<file path="src/rtl/fft_input_loader_if.sv">
// ============================================================================
//  Module      : fft_input_loader_if
//  Description : Bundle of the streaming sample input and the bit-reversed
//                frame output of the FFT input loader.
//                master : sample source / frame consumer side
//                slave  : the loader itself
//  Signals     : s_data/s_valid/s_last/s_ready  - time-domain sample stream
//                frame_data/frame_valid/frame_ready - 32-point frame handoff
//                sync_err    - one-cycle pulse on s_last misalignment
//                frame_count - frames consumed downstream (mod 256)
//  Revision    : 1.0 - initial release
// ============================================================================
`default_nettype none

interface fft_input_loader_if #(
    parameter int DW = 8
);
    logic [DW-1:0]        s_data;
    logic                 s_valid;
    logic                 s_last;
    logic                 s_ready;
    logic [32*2*DW-1:0]   frame_data;
    logic                 frame_valid;
    logic                 frame_ready;
    logic                 sync_err;
    logic [7:0]           frame_count;

    modport master (
        output s_data, s_valid, s_last, frame_ready,
        input  s_ready, frame_data, frame_valid, sync_err, frame_count
    );

    modport slave (
        input  s_data, s_valid, s_last, frame_ready,
        output s_ready, frame_data, frame_valid, sync_err, frame_count
    );
endinterface

`default_nettype wire

</file>
<file path="src/rtl/fft_input_loader.sv">
// ============================================================================
//  Module      : fft_input_loader
//  Description : Collects 32 real samples per frame into a ping-pong pair of
//                banks, storing each sample at its bit-reversed address so
//                the full bank presents a radix-2 DIT ready frame. Imaginary
//                halves are zero.
//  Ports       : clk  - clock, rising edge
//                rst  - synchronous active-high reset
//                bus  - fft_input_loader_if.slave (sample in, frame out)
//  Revision    : 1.0 - initial release
// ============================================================================
`default_nettype none

module fft_input_loader #(
    parameter int DW = 8
) (
    input  logic               clk,
    input  logic               rst,
    fft_input_loader_if.slave  bus
);

    localparam int c_N = 32;

    logic [DW-1:0] bank_q [2][c_N];
    logic [4:0]    wr_cnt_q,      wr_cnt_d;
    logic          wr_sel_q,      wr_sel_d;
    logic          rd_sel_q,      rd_sel_d;
    logic [1:0]    full_q,        full_d;
    logic          sync_err_q,    sync_err_d;
    logic [7:0]    frame_count_q, frame_count_d;

    logic          w_accept;
    logic          w_consume;
    logic          w_last_slot;

    function automatic logic [4:0] bitrev5(input logic [4:0] v);
        return {v[0], v[1], v[2], v[3], v[4]};
    endfunction

    assign bus.s_ready     = !rst && !full_q[wr_sel_q];
    assign w_accept        = bus.s_valid && bus.s_ready;
    assign w_consume       = full_q[rd_sel_q] && bus.frame_ready;
    assign w_last_slot     = (wr_cnt_q == 5'd31);

    assign bus.frame_valid = full_q[rd_sel_q];
    assign bus.sync_err    = sync_err_q;
    assign bus.frame_count = frame_count_q;

    // Bank words are already in bit-reversed order, so word j maps straight
    // onto output word j.
    generate
        for (genvar j = 0; j < c_N; j++) begin : g_word
            assign bus.frame_data[2*DW*j +: 2*DW] = {bank_q[rd_sel_q][j], {DW{1'b0}}};
        end
    endgenerate

    // Completion and consumption always target different banks: completion
    // needs full[wr_sel]=0, consumption needs full[rd_sel]=1, so both may
    // update full_d in the same cycle without conflict.
    always_comb begin
        full_d        = full_q;
        wr_cnt_d      = wr_cnt_q;
        wr_sel_d      = wr_sel_q;
        rd_sel_d      = rd_sel_q;
        sync_err_d    = 1'b0;
        frame_count_d = frame_count_q;

        if (w_accept) begin
            if (w_last_slot) begin
                full_d[wr_sel_q] = 1'b1;
                wr_sel_d         = !wr_sel_q;
                wr_cnt_d         = 5'd0;
                sync_err_d       = !bus.s_last;
            end else if (bus.s_last) begin
                // Early s_last: drop the partial frame and resynchronise.
                wr_cnt_d   = 5'd0;
                sync_err_d = 1'b1;
            end else begin
                wr_cnt_d = wr_cnt_q + 5'd1;
            end
        end

        if (w_consume) begin
            full_d[rd_sel_q] = 1'b0;
            rd_sel_d         = !rd_sel_q;
            frame_count_d    = frame_count_q + 8'd1;
        end
    end

    always_ff @(posedge clk) begin
        if (rst) begin
            wr_cnt_q      <= 5'd0;
            wr_sel_q      <= 1'b0;
            rd_sel_q      <= 1'b0;
            full_q        <= 2'b00;
            sync_err_q    <= 1'b0;
            frame_count_q <= 8'd0;
            for (int b = 0; b < 2; b++) begin
                for (int w = 0; w < c_N; w++) begin
                    bank_q[b][w] <= '0;
                end
            end
        end else begin
            wr_cnt_q      <= wr_cnt_d;
            wr_sel_q      <= wr_sel_d;
            rd_sel_q      <= rd_sel_d;
            full_q        <= full_d;
            sync_err_q    <= sync_err_d;
            frame_count_q <= frame_count_d;
            if (w_accept) begin
                bank_q[wr_sel_q][bitrev5(wr_cnt_q)] <= bus.s_data;
            end
        end
    end

endmodule

`default_nettype wire

</file>
<file path="src/flat_wrapper.sv">
// flat-port wrapper written by rule: the top's interface ports become plain ports
module fft_input_loader_flat 
#(
    parameter int DW = 8
)
  (clk, rst, bus_s_data, bus_s_valid, bus_s_last, bus_frame_ready, bus_s_ready, bus_frame_data, bus_frame_valid, bus_sync_err, bus_frame_count);
  fft_input_loader_if #(.DW(DW)) bus_i ();
  input  logic clk;
  input  logic rst;
  input wire logic [$bits(bus_i.s_data)-1:0] bus_s_data;
  input wire logic [$bits(bus_i.s_valid)-1:0] bus_s_valid;
  input wire logic [$bits(bus_i.s_last)-1:0] bus_s_last;
  input wire logic [$bits(bus_i.frame_ready)-1:0] bus_frame_ready;
  output wire logic [$bits(bus_i.s_ready)-1:0] bus_s_ready;
  output wire logic [$bits(bus_i.frame_data)-1:0] bus_frame_data;
  output wire logic [$bits(bus_i.frame_valid)-1:0] bus_frame_valid;
  output wire logic [$bits(bus_i.sync_err)-1:0] bus_sync_err;
  output wire logic [$bits(bus_i.frame_count)-1:0] bus_frame_count;
  assign bus_i.s_data = bus_s_data;
  assign bus_i.s_valid = bus_s_valid;
  assign bus_i.s_last = bus_s_last;
  assign bus_i.frame_ready = bus_frame_ready;
  assign bus_s_ready = bus_i.s_ready;
  assign bus_frame_data = bus_i.frame_data;
  assign bus_frame_valid = bus_i.frame_valid;
  assign bus_sync_err = bus_i.sync_err;
  assign bus_frame_count = bus_i.frame_count;
  fft_input_loader #(.DW(DW)) u_core (.clk(clk), .rst(rst), .bus(bus_i));
endmodule
</file>
<file path="config.mk">
export PLATFORM = sky130hd
export DESIGN_NAME = fft_input_loader_flat
export DESIGN_NICKNAME = d
export VERILOG_FILES = /design/src/rtl/fft_input_loader_if.sv /design/src/rtl/fft_input_loader.sv /design/src/flat_wrapper.sv
export SDC_FILE = /design/constraint.sdc
export NUM_CORES = 1
export LEC_CHECK = 0
export ABC_AREA = 1
export CAP_MARGIN = 20
export CORE_ASPECT_RATIO = 0.9
export CORE_MARGIN = 2
export CORE_UTILIZATION = 45
export DETAILED_ROUTE_END_ITERATION = 8
export GPL_TIMING_DRIVEN = 0
export PLACE_DENSITY = 0.8
export RECOVER_POWER = 100
export SLEW_MARGIN = 10
export SYNTH_ARGS = -nofsm -noshare
export SYNTH_HDL_FRONTEND = slang
export SYNTH_SLANG_ARGS = --single-unit
</file>
<file path="constraint.sdc">
create_clock -name clk -period 2.9 [get_ports clk]
set_input_delay 0.725 -clock clk [delete_from_list [all_inputs] [get_ports clk]]
set_output_delay 0.725 -clock clk [all_outputs]
set_load 0.02 [all_outputs]
</file>
# After elaboration in Yosys (flattened, before gate mapping)
# Memories as Yosys holds them, arrays and structs flattened. A register that Yosys moved wholly into a read port is not among the register bits.
# Index checks and enable logic that the tools add are counted.
[totals]
ff_bits = 18
ramBits = 512
input_bits = 13
output_inout_bits = 523
word_cells = 62
memories = 1
[classes]
n_addsub = 2
magnitude_cmp = 6
n_eq_ne = 1
mux = 27
n_bitwise = 5
reduce_logical = 14
[mem_list]
columns = ["name", "words", "word_bits", "read_ports", "rd_clocked_by_memory_dff", "wr", "line_no", "source"]
rows = [
  ["u_core.bank_q", 2, 256, 1, 1, 2, "fft_input_loader.sv:24", "logic [DW-1:0] bank_q [2][c_N];"],
]
[op_table]
columns = ["cell", "count"]
rows = [
  ["256-bit 2-to-1 mux", 3],
  ["256-bit OR reduction", 1],
  ["8-bit demux with 5-bit select", 1],
  ["1-bit 2-to-1 mux", 15],
  ["5-bit 2-to-1 mux", 2],
  ["8-bit by 1-bit adder with 8-bit output, second input constant", 1],
  ["8-bit 2-to-1 mux", 1],
  ["6-bit >= comparator, second input constant", 1],
  ["1-bit logical AND", 6],
  ["6-bit by 1-bit less-than comparator with 1-bit output, second input constant", 1],
  ["2-bit 2-to-1 mux", 3],
  ["5-bit NOT with 6-bit output", 1],
  ["5-bit by 1-bit adder with 5-bit output, second input constant", 1],
  ["5-bit equality test, second input constant", 1],
  ["1-bit logical NOT", 5],
  ["1-bit by 2-bit less-than comparator with 1-bit output, second input constant", 2],
  ["2-bit bitwise AND", 1],
  ["1-bit demux with 1-bit select", 2],
  ["1-bit >= comparator, second input constant", 2],
  ["2-bit NOT", 1],
  ["2-bit bitwise OR", 1],
  ["2-bit AND reduction", 1],
  ["2-bit OR reduction", 1],
  ["1-bit NOT", 1],
]

# Depth between registers and ports, before layout
[logic_depth]
depth_word = 10
mapped_depth = 11

# Least setup slack after synthesis
# No wires, ideal clock.
[synth_timing]
path_type = "input to register"
from = "input port rst"
to = "memory u_core.bank_q[1][0] in the netlist's numbering, data pin"
t_arrival_ns = 2.156
slack_ns = 0.398
cell_stages = 6
n_path_buf = 1
path_cell_list = "inv_2 nand3_1 nor2_2 o21ai_1 clkbuf_1 nor2_1"
[synth_rtl]
columns = ["element", "line_no", "source"]
rows = [
  ["start, declared", "flat_wrapper.sv:9", "input logic rst;"],
  ["end, declared", "fft_input_loader.sv:24", ""],
]

==> implementation parameters <==
Parameter                              Value

Status
  Status ... completed

Timing
  Total negative slack ... 0 ns
  Count of pins over their slew limit ... 0
  Clock skew ... ~0.028 ns
  Final hold violations ... 0
  Highest clock frequency the design can meet ... 345 MHz
  Share of the cycle needed by the critical path after routing ... 0.999
  Final Critical Period ... between 2 and 3 ns
  Max_slew headroom ... 0.173
  Setup repair after global routing missed its margin ... yes
  Final Worst Setup Slack ... 0.00370 ns
  Worst hold margin ... a little over 0.5 ns
  Setup-failing EPs final ... 0
  Worst slew pin tran ... approximately 1.2 ns

Cells and area
  Area of all placed cells without fillers ... between 30000 and 40000 um2
  Multi-input logic area ... ~6800 um2
  Fillcell total ... 4103
  Sequential cell area ... ~16000 um2
  Fraction of layout instances using a drive strength above 1 ... 0.277
  Final Instance Count excl. Fillers ... around 3.1k
  P&R area growth vs syn ... 28.3%
  Layout Utilization ... 0.587
  Number of nets in the final layout ... between 2k and 2.5k

CTS
  Clock tree root buffer cell ... clkbuf_16
  Clock latency at the later pin of the worst-skew pair ... a little over 0.6 ns
  TritonCTS clock tree ... built
  CTS Buf Count ... 55
  Maximum level of the CTS H-tree ... 2
  Count of clock tree sinks ... approximately 530
  Number of hold-repair buffers added at the cts stage ... 0
  Number of buffers between clock root and the deepest sink ... 3
  Register clock-pin slew on the reported worst setup and hold paths ... around 0.060 ns

Placed design
  RePlAce Congestion ... ~0.87
  Placed Instances ... a little under 3k
  Number of input and output port buffers inserted ... ~280
  Setup WS pre-CTS ... -1.05 ns
  Cell Area, Placed ... between 20000 and 30000 um2
  Half-perimeter wire length after placement ... between 40000 and 50000 um

Floorplanning
  Std-Cell Rows ... 79
  Core Region ... between 50000 and 60000 um2
  Die Wd ... around 250 um
  DIE AREA ... between 50000 and 60000 um2
  Die span in y ... 222 um
  Starting utilization of the core area ... 0.457
  Boundary Pins ... 536

Routing
  DR vias ... roughly 15k
  DRC marker count from the first detailed-route iteration ... around 1.5k
  # DRC ... 0
  Detailed-route wire length ... 68900 um
  Routed length per placed instance ... approximately 22 um
  Number of nets with antenna violations after detailed routing ... 0
  Drt pass-1 iters ... 6
  Vias per inst ... about 5.0

Global routing
  GRT Util Overall ... 0.246
  Remaining global-route overflow ... 0
  Wire length of the first global-routing pass ... 98000 um
  Number of antenna violations at the first check in global routing ... 3
  Number of global-route vias before repair ... about 15k
  Largest net degree at the start of global routing ... 23

Synthesis
  Yosys warning total ... 0
  Synth Instances ... 1751
  Proportion of synthesized chip area in sequential cells ... 0.663
  Netlist area before placement ... ~24000 um2
  Flops & latches, synth ... between 500 and 600
  Unique masters post-synth ... 31
  Synthesized area per cell ... 13.6 um2

Critical path
  Sort of element at the start of the critical path ... input pin
  Arrival time at the worst endpoint ... about 3.3 ns
  Critical Path Max Stage Delay ... around 0.60 ns
  Worst path slowest cell ... clkbuf_1
  Source of the worst register-to-register timing path ... u_core.wr_cnt_q[2]
  Logic depth of the worst register-to-register path ... 9
  RR Endpoint ... u_core.bank_q[1][24]
  Critical Path End Type ... register
  Kind of critical path ... in2reg
  Chain of cells forming the critical path ... dlygate4sd3_1, clkinv_1, clkbuf_1, nor2_4, buf_4
  Crit-path leading delay family ... buffers and inverters
  CP Data Required Time ... 3.28 ns
  Register-to-Register Setup Slack ... about 0.05 ns
  Maximum fanout along the worst path ... 20
  Number of buffer and inverter instances along the worst setup path ... 4

Power
  Worst IR Drop VDD ... 0.462 mV
  Total power consumption of the routed design ... 18.5 mW
  Power density normalized to cell area ... approximately 610 nW/um2
  Static Leak ... around 13 nW

Hold path
  Endpoint, Worst Hold ... u_core.bus.frame_count[7]
  Hold Crit Class ... reg2reg
  Source of the worst hold timing path ... u_core.bus.frame_count[7]
  Hold Path Stages ... 2

Flow run
  Max-cap violations ... 0
==> state kept, by name, summed over array words and instances, names as in the netlist, named ones only <==
| name | count |
|---|---|
| u_core.bank_q | 512 |
| u_core.bus.frame_count | 8 |
| u_core.bus.sync_err | 1 |
| u_core.full_q | 2 |
| u_core.rd_sel_q | 1 |
| u_core.wr_cnt_q | 5 |
| u_core.wr_sel_q | 1 |
==> placed cells by master, fill, tap and decap left out, drive strengths merged, types with 3 or more instances in the layout <==
cell type | synthesis | final
edfxtp | 512 | 512
nor2 | 365 | 365
buf | 292 | 300
conb | 1 | 256
mux2 | 256 | 256
dlygate4sd2 | 0 | 240
nand2 | 134 | 134
clkbuf | 38 | 118
inv | 38 | 41
nand3 | 41 | 41
clkinv | 8 | 29
dfxtp | 19 | 19
dlygate4sd3 | 0 | 15
a21oi | 14 | 14
clkdlybuf4s50 | 0 | 11
bufinv | 0 | 10
o21ai | 10 | 10
nor3 | 9 | 9
ha | 8 | 8
clkinvlp | 0 | 5
nand4 | 3 | 3
dlymetal6s2s | 0 | 3
==> worst max-delay path by stage <==
stage | startpoint | endpoint | slack [ns] | cells past startpoint
after detailed placement | rst | u_core.bank_q[1][123] | -1.05 | 9
after CTS | register | bus_frame_data[472] | -0.004 | 4
final | bus_s_data[7] | u_core.bank_q[1][111] | 0.004 | 5
after global routing | register | bus_frame_data[203] | -0.04 | 4
after floorplan | rst | u_core.bank_q[1][0] | 0.40 | 6
after global placement | rst | u_core.bank_q[1][121] | -3.06 | 7
==> synthesized netlist by cell type, drive strengths merged <==
cell | count | area share
dfxtp | 19 | 0.016
o211ai | 1 | 0.00032
nand4 | 3 | 0.00079
a21oi | 14 | 0.0029
inv | 38 | 0.0060
ha | 8 | 0.0042
conb | 1 | 0.00016
nor3 | 9 | 0.0019
nor2 | 365 | 0.058
edfxtp | 512 | 0.65
nand3b | 1 | 0.00032
o21ai | 10 | 0.0021
buf | 292 | 0.090
nand2 | 134 | 0.021
clkinv | 8 | 0.0013
nor3b | 1 | 0.00032
nand3 | 41 | 0.020
mux2 | 256 | 0.12
clkbuf | 38 | 0.0060
==> layout make-up <==
class                   instances  share of cell area
diodes                          2            0.000164
plain buffers                 330              0.0800
clock buffers                  64              0.0476
clock inverters                39              0.0155
inverters                      46             0.00566
multi-input cells            1099               0.221
flip-flops and latches        531               0.516
well taps                     688              0.0282
repair buffers                293              0.0852
==> tightest hold or removal path, cell delays in order (launching register included) <==
cell and delay (ns):
dfxtp_1 0.34, nand2_1 0.07, a21oi_1 0.06
==> repair_timing <==
item,CTS,global route
setup buffers,4,0
resized for setup,331,40
setup endpoints to repair,777,532
pin swaps,2,0
==> cell families (layout without fill, tap and decap cells) <==
family          count (synthesis)  after routing  synth area share
compound gates                 25             25           0.00537
buf+inv                       376            772             0.103
other cells                     1            258          0.000158
flops                         531            531             0.663
simple gates                  554            554             0.103
fa+ha+maj                       8              8           0.00421
mux                           256            256             0.121
==> where the power goes <==
part / switching, mW / leakage [nW] / internal (mW) / total, mW
sequential: 0.124 / 5.36 / 8.95 / 9.08
combinational: 1.34 / 6.81 / 0.569 / 1.91
clock: 3.00 / 0.925 / 4.49 / 7.49
total: 4.46 / 13.1 / 14.0 / 18.5
==> metal layers <==
layer | track usage | vias up | share of wire
met5 | 0 | - | 0
met4 | 0.0851 | 0 | 0.031
met3 | 0.0485 | 142 | 0.099
met2 | 0.422 | 975 | 0.50
met1 | 0.312 | 7567 | 0.37
li1 | - | 6793 | -
(Power assumes the default switching activity.)
